<file path="src/rtl/mem_port_arbiter_pkg.sv">
// Shared types and constants for the fetch/data memory port arbiter.
package mem_port_arbiter_pkg;

    localparam int CNT_W = 4;

    typedef enum logic {
        IDLE = 1'b0,
        BUSY = 1'b1
    } state_t;

    typedef enum logic {
        OWN_IF = 1'b0,
        OWN_D  = 1'b1
    } owner_t;

endpackage

</file>
<file path="src/rtl/mem_port_latency_timer.sv">
// Down-counter tracking the in-flight memory access; last marks the response cycle.
module mem_port_latency_timer
    import mem_port_arbiter_pkg::*;
(
    input  logic             clk,
    input  logic             reset,
    input  logic             load,
    input  logic [CNT_W-1:0] load_val,
    output logic             last
);

    logic [CNT_W-1:0] cnt;

    // A load on the response cycle restarts the count for a back-to-back access.
    always_ff @(posedge clk or posedge reset) begin
        if (reset) begin
            cnt <= '0;
        end else if (load) begin
            cnt <= load_val;
        end else if (cnt != '0) begin
            cnt <= cnt - 1'b1;
        end
    end

    assign last = (cnt == CNT_W'(1));

endmodule

</file>
<file path="src/rtl/mem_port_arbiter.sv">
// Arbitrates the single memory port between instruction fetch and load/store,
// one fixed-latency transaction in flight, with a bounded data burst when fetch waits.
module mem_port_arbiter
    import mem_port_arbiter_pkg::*;
#(
    parameter int MEM_LATENCY = 2,
    parameter int MAX_D_BURST = 4
) (
    input  logic        clk,
    input  logic        reset,
    input  logic        if_req,
    input  logic [31:0] if_addr,
    output logic        if_gnt,
    output logic        if_rvalid,
    output logic [31:0] if_rdata,
    output logic        if_stall,
    input  logic        d_req,
    input  logic        d_we,
    input  logic [31:0] d_addr,
    input  logic [31:0] d_wdata,
    input  logic [3:0]  d_wstrb,
    output logic        d_gnt,
    output logic        d_rvalid,
    output logic [31:0] d_rdata,
    output logic        d_stall,
    output logic        mem_en,
    output logic        mem_we,
    output logic [31:0] mem_addr,
    output logic [31:0] mem_wdata,
    output logic [3:0]  mem_wstrb,
    input  logic [31:0] mem_rdata
);

    localparam logic [CNT_W-1:0] LAT_VAL   = CNT_W'(MEM_LATENCY);
    localparam logic [CNT_W-1:0] BURST_MAX = CNT_W'(MAX_D_BURST);

    state_t           state, state_n;
    owner_t           owner, owner_n;
    logic [CNT_W-1:0] scnt, scnt_n;
    logic             wr_flag, wr_flag_n;

    logic last;
    logic resp;
    logic can_grant;
    logic d_wins;
    logic gnt_if;
    logic gnt_d;

    mem_port_latency_timer u_timer (
        .clk      (clk),
        .reset    (reset),
        .load     (gnt_if | gnt_d),
        .load_val (LAT_VAL),
        .last     (last)
    );

    always_ff @(posedge clk or posedge reset) begin
        if (reset) begin
            state   <= IDLE;
            owner   <= OWN_IF;
            scnt    <= '0;
            wr_flag <= 1'b0;
        end else begin
            state   <= state_n;
            owner   <= owner_n;
            scnt    <= scnt_n;
            wr_flag <= wr_flag_n;
        end
    end

    always_comb begin
        state_n   = state;
        owner_n   = owner;
        scnt_n    = scnt;
        wr_flag_n = wr_flag;

        if_gnt    = 1'b0;
        d_gnt     = 1'b0;
        if_rvalid = 1'b0;
        d_rvalid  = 1'b0;
        if_rdata  = '0;
        d_rdata   = '0;
        if_stall  = 1'b0;
        d_stall   = 1'b0;
        mem_en    = 1'b0;
        mem_we    = 1'b0;
        mem_addr  = '0;
        mem_wdata = '0;
        mem_wstrb = '0;

        // Outputs are held low while reset is asserted, even with requests present.
        resp      = !reset && (state == BUSY) && last;
        can_grant = !reset && ((state == IDLE) || resp);
        d_wins    = d_req && (!if_req || (scnt != BURST_MAX));
        gnt_d     = can_grant && d_wins;
        gnt_if    = can_grant && if_req && !d_wins;

        if (resp) begin
            if (owner == OWN_IF) begin
                if_rvalid = 1'b1;
                if_rdata  = mem_rdata;
            end else begin
                d_rvalid = 1'b1;
                d_rdata  = wr_flag ? 32'h0 : mem_rdata;
            end
        end

        if (gnt_d) begin
            d_gnt     = 1'b1;
            mem_en    = 1'b1;
            mem_we    = d_we;
            mem_addr  = d_addr;
            mem_wdata = d_wdata;
            mem_wstrb = d_wstrb;
            owner_n   = OWN_D;
            wr_flag_n = d_we;
            if (if_req) begin
                scnt_n = (scnt == BURST_MAX) ? scnt : scnt + 1'b1;
            end else begin
                scnt_n = '0;
            end
        end else if (gnt_if) begin
            if_gnt    = 1'b1;
            mem_en    = 1'b1;
            mem_addr  = if_addr;
            owner_n   = OWN_IF;
            wr_flag_n = 1'b0;
            scnt_n    = '0;
        end

        if (gnt_d || gnt_if) begin
            state_n = BUSY;
        end else if (resp) begin
            state_n = IDLE;
        end

        if (!reset) begin
            if_stall = (if_req && !if_rvalid) ||
                       ((state == BUSY) && (owner == OWN_IF) && !last);
            d_stall  = (d_req && !d_rvalid) ||
                       ((state == BUSY) && (owner == OWN_D) && !last);
        end
    end

endmodule
</file>
<file path="config.mk">
export PLATFORM = sky130hd
export DESIGN_NAME = mem_port_arbiter
export DESIGN_NICKNAME = d
export VERILOG_FILES = /design/src/rtl/mem_port_arbiter_pkg.sv /design/src/rtl/mem_port_latency_timer.sv /design/src/rtl/mem_port_arbiter.sv
export SDC_FILE = /design/constraint.sdc
export NUM_CORES = 1
export LEC_CHECK = 0
export ABC_AREA = 1
export CAP_MARGIN = 30
export CORE_AREA = 2 2 106 108
export DETAILED_ROUTE_END_ITERATION = 10
export DIE_AREA = 0 0 108 110
export PLACE_DENSITY_LB_ADDON = 0.3
export SYNTH_ARGS = -nofsm -noshare
export SYNTH_HDL_FRONTEND = slang
export SYNTH_SLANG_ARGS = --single-unit
export TNS_END_PERCENT = 5
</file>
<file path="constraint.sdc">
create_clock -name clk -period 2.3 [get_ports clk]
set_input_delay 0.69 -clock clk [delete_from_list [all_inputs] [get_ports clk]]
set_output_delay 0.69 -clock clk [all_outputs]
set_load 0.02 [all_outputs]
</file>
==> impl_results.md <==
* Outcome: complete, but fails checks
* Failing checks: setup timing
* Worst skew pair latency at 0.25 ns
* Layout cells sized above 1 at 0.449
* Measured slew at the worst slew-check pin at 0.438 ns
* Worst-path clk slew at 0.05 ns
* Largest stage delay on the critical path at 0.16 ns
* Hpwl dp at 8.99 mm
* Most common flop cell mapped by yosys: dfrtp_1
* Synth unique cells at 23
* Grt ovf at 0
* Core area at 10,700 um^2
* Crit. End Element: primary output
* CTS Buffer Depth at 2
* Synth warn at 0
* Pins Over Slew Limit at 0
* Most common cell on crit path: buf_6
* Crit-path cells: buf_2 -> buf_6 -> a21oi_4 -> buf_12 -> nand2_8 -> buf_16 -> clkbuf_16 -> nor2_4 -> buf_6
* I/O pin cnt at 277
* Nets at 854
* Initial antenna violation count at 1
* Starting Density at 0.184
* DR iter-0 viols at 158
* Unrepaired setup endpoints after global routing: yes
* Area leader, netlist: nand3_1
* P_leak at 0.00312 uW
* FP Rows at 38
* I/O Buffers at 276
* Clock skew at 0.00321 ns
* Number of global-route vias before repair at 3,362
* Hold Path Class: reg -> reg
* DIE AREA at 11,900 um^2
* Final Cycle Share at 1.09
* Non-Filler Instances at 853
* Synthesized flop and latch total at 11
* # setup viols final at 104
* Routed WL at 12.2 mm
* Post-synthesis compound-gate area fraction at 0.0324
* First-pass GRT wire length at 15.8 mm
* Vias per cell at 4.27
* TritonCTS clock tree: done
* Fin crit period at 2.52 ns
* Critical path's top delay family: buffers and inverters
* Root buffer cell: clkbuf_8
* Post-synthesis simple-gate area fraction at 0.553
* Maxcap violations at 0
* Slowest CP cell: clkbuf_16
* Area Growth Syn to Fin at 197%
* Crit path launch type: input port
* Max_slew headroom at 0.708
* Xor and xnor area share after synthesis at 0.00890
* Worst IR Drop VDD at 337 uV
* Ranking of synthesized cells by area: nand3_1 19%, inv_1 17%, nor2_1 15%, dfrtp_1 14%, nand2_1 11%
* Placer Congestion at 0.770
* Post-synthesis mux area share at 0
* Fraction of the mapped netlist area in adder cells at 0.0254
* CP Buf/Inv Count at 6
* Die Ht at 110 um
* Number of enable flip-flop cells after synthesis at 0
* CTS buffer count at 3
* Pin count of the biggest net entering global routing at 34
* Number of cells after detailed placement at 824
* DRC violations left at 0
* CTS H-tree depth at 1
* Largest family of logic cells by synthesized area: simple AND/OR/NAND/NOR gates
* Routed Antenna Nets at 0
* Syn Nets at 529
* Fmax at 397 MHz
* Class of the most critical setup path: in -> out
* Pwr per Cell Area at 546 nW/um^2
* Share of the synthesized area in the top cell type at 0.193
* Via count at 3,640
* CP Max Fanout at 8
* Hold Buf Count CTS at 0
* GRT Overall Usage at 0.168
* Die width at 108 um
* Drt wl/cell at 14.3 um
* Hold Vio Cnt, Final at 0
* Critical Path RT at 1.61 ns
* Clk sink count at 11
* Placed Area at 5210 um^2
* Pre-Repair DR Iteration Count at 4
* Sequential-to-total area share from yosys stat at 0.140
* Critical path arrival at 1.83 ns
* Syn Std Cell Area at 1970 um^2
* Setup ws final at -0.218 ns
* Post-synthesis async set-or-reset flop share at 1.00
* Cell count after synthesis at 388
* Final instance area at 5850 um^2
* Syn_area_per_cell at 5.07 um^2
## path summary, 6_finish.rpt
kind | from | to | slack (ns) | cells past startpoint
setup / recovery | reset | mem_wdata[9] | -0.22 | 9
hold / removal | wr_flag | wr_flag | 0.47 | 2
setup reg to reg | u_timer.cnt[1] | scnt[1] | 0.55 | 12
hold reg to reg | wr_flag | wr_flag | 0.47 | 2
max in group asynchronous | reset | state | 1.38 | 3
min in group asynchronous | reset | owner | 0.59 | 3
## where the power goes
part	internal (uW)	total, uW	switching (uW)
Sequential	272	343	71.7
Combinational	1380	2650	1270
Clock	122	204	81.7
## state kept, by name (all words and copies together), names as in the netlist
signal       cells
state            1
owner            1
scnt             4
wr_flag          1
u_timer.cnt      4
## cell usage in the layout, fill, tap and decap left out, types with 7 or more instances in the layout
cell / instances
clkdlybuf4s50_1: 131
buf_4: 107
inv_1: 84
buf_6: 75
nand3_1: 57
nor2_2: 49
nor2_1: 48
nand2_1: 44
nand3_2: 18
nand2_2: 13
dfrtp_1: 10
buf_12: 10
buf_2: 9
clkbuf_16: 8
nor2_4: 7
## worst min-delay path, stage by stage, from the launching register on
cell and delay [ns]:
dfrtp_1 0.34, nand2_1 0.05, nand2_1 0.05
## kinds of logic (layout without fill, tap and decap cells)
group | Yosys count | count (layout)
and+or+nand+nor | 245 | 245
buffers and inverters | 116 | 440
DFF | 11 | 11
AOI/OAI and AO/OA | 10 | 10
adders and majority gates | 4 | 4
xor gates and xnor gates | 2 | 2
other | 0 | 1
## through the flow
stage | hold WS [ns] | util | power, uW | worst slack (ns) | TNS [ns]
final | 0.475 | 0.547 | 3200 | -0.218 | -16.44
after global routing | 0.497 | 0.547 | 3420 | -0.276 | -24.87
after CTS | 0.464 | 0.480 | 2730 | -0.192 | -15.93
after detailed placement | 0.450 | 0.487 | 2440 | -1.00 | -128.52
after global placement | 0.459 | 0.487 | 2410 | -0.961 | -122.81
after floorplan | 0.434 | - | 1310 | -0.0767 | -1.34
## per-layer routing
metal	GRT usage	routed length (um)	vias to the layer above
li1	-	-	1798
met1	0.153	4000	1644
met2	0.355	6790	185
met3	0.0517	1260	13
met4	0.0385	181	0
met5	0	0	-
## synthesized netlist by cell type, types with 3 or more instances
cell type,number
buf_6,3
ha_1,4
buf_2,12
o21ai_0,3
nand2_1,59
clkbuf_1,11
nand3_1,76
a21oi_1,4
dfrtp_1,11
inv_1,88
nor2_2,24
nor2_1,80
## layout make-up
class	instances	area, um^2
Timing Repair Buffer	346	3480
Fill cell	1002	4840
Multi-Input combinational cell	261	1530
Sequential cell	11	277
Tap cell	140	175
Antenna cell	1	2.50
Clock buffer	4	45.0
Inverter	90	338
## timing repair
item | in CTS | in global routing
gates resized for setup | 711 | 168
cloned | 2 | 9
setup endpoints to repair | 140 | 140
setup buffers | 10 | 5
pin swaps | 16 | 28
No activity file was read; power rests on OpenSTA's default activity.
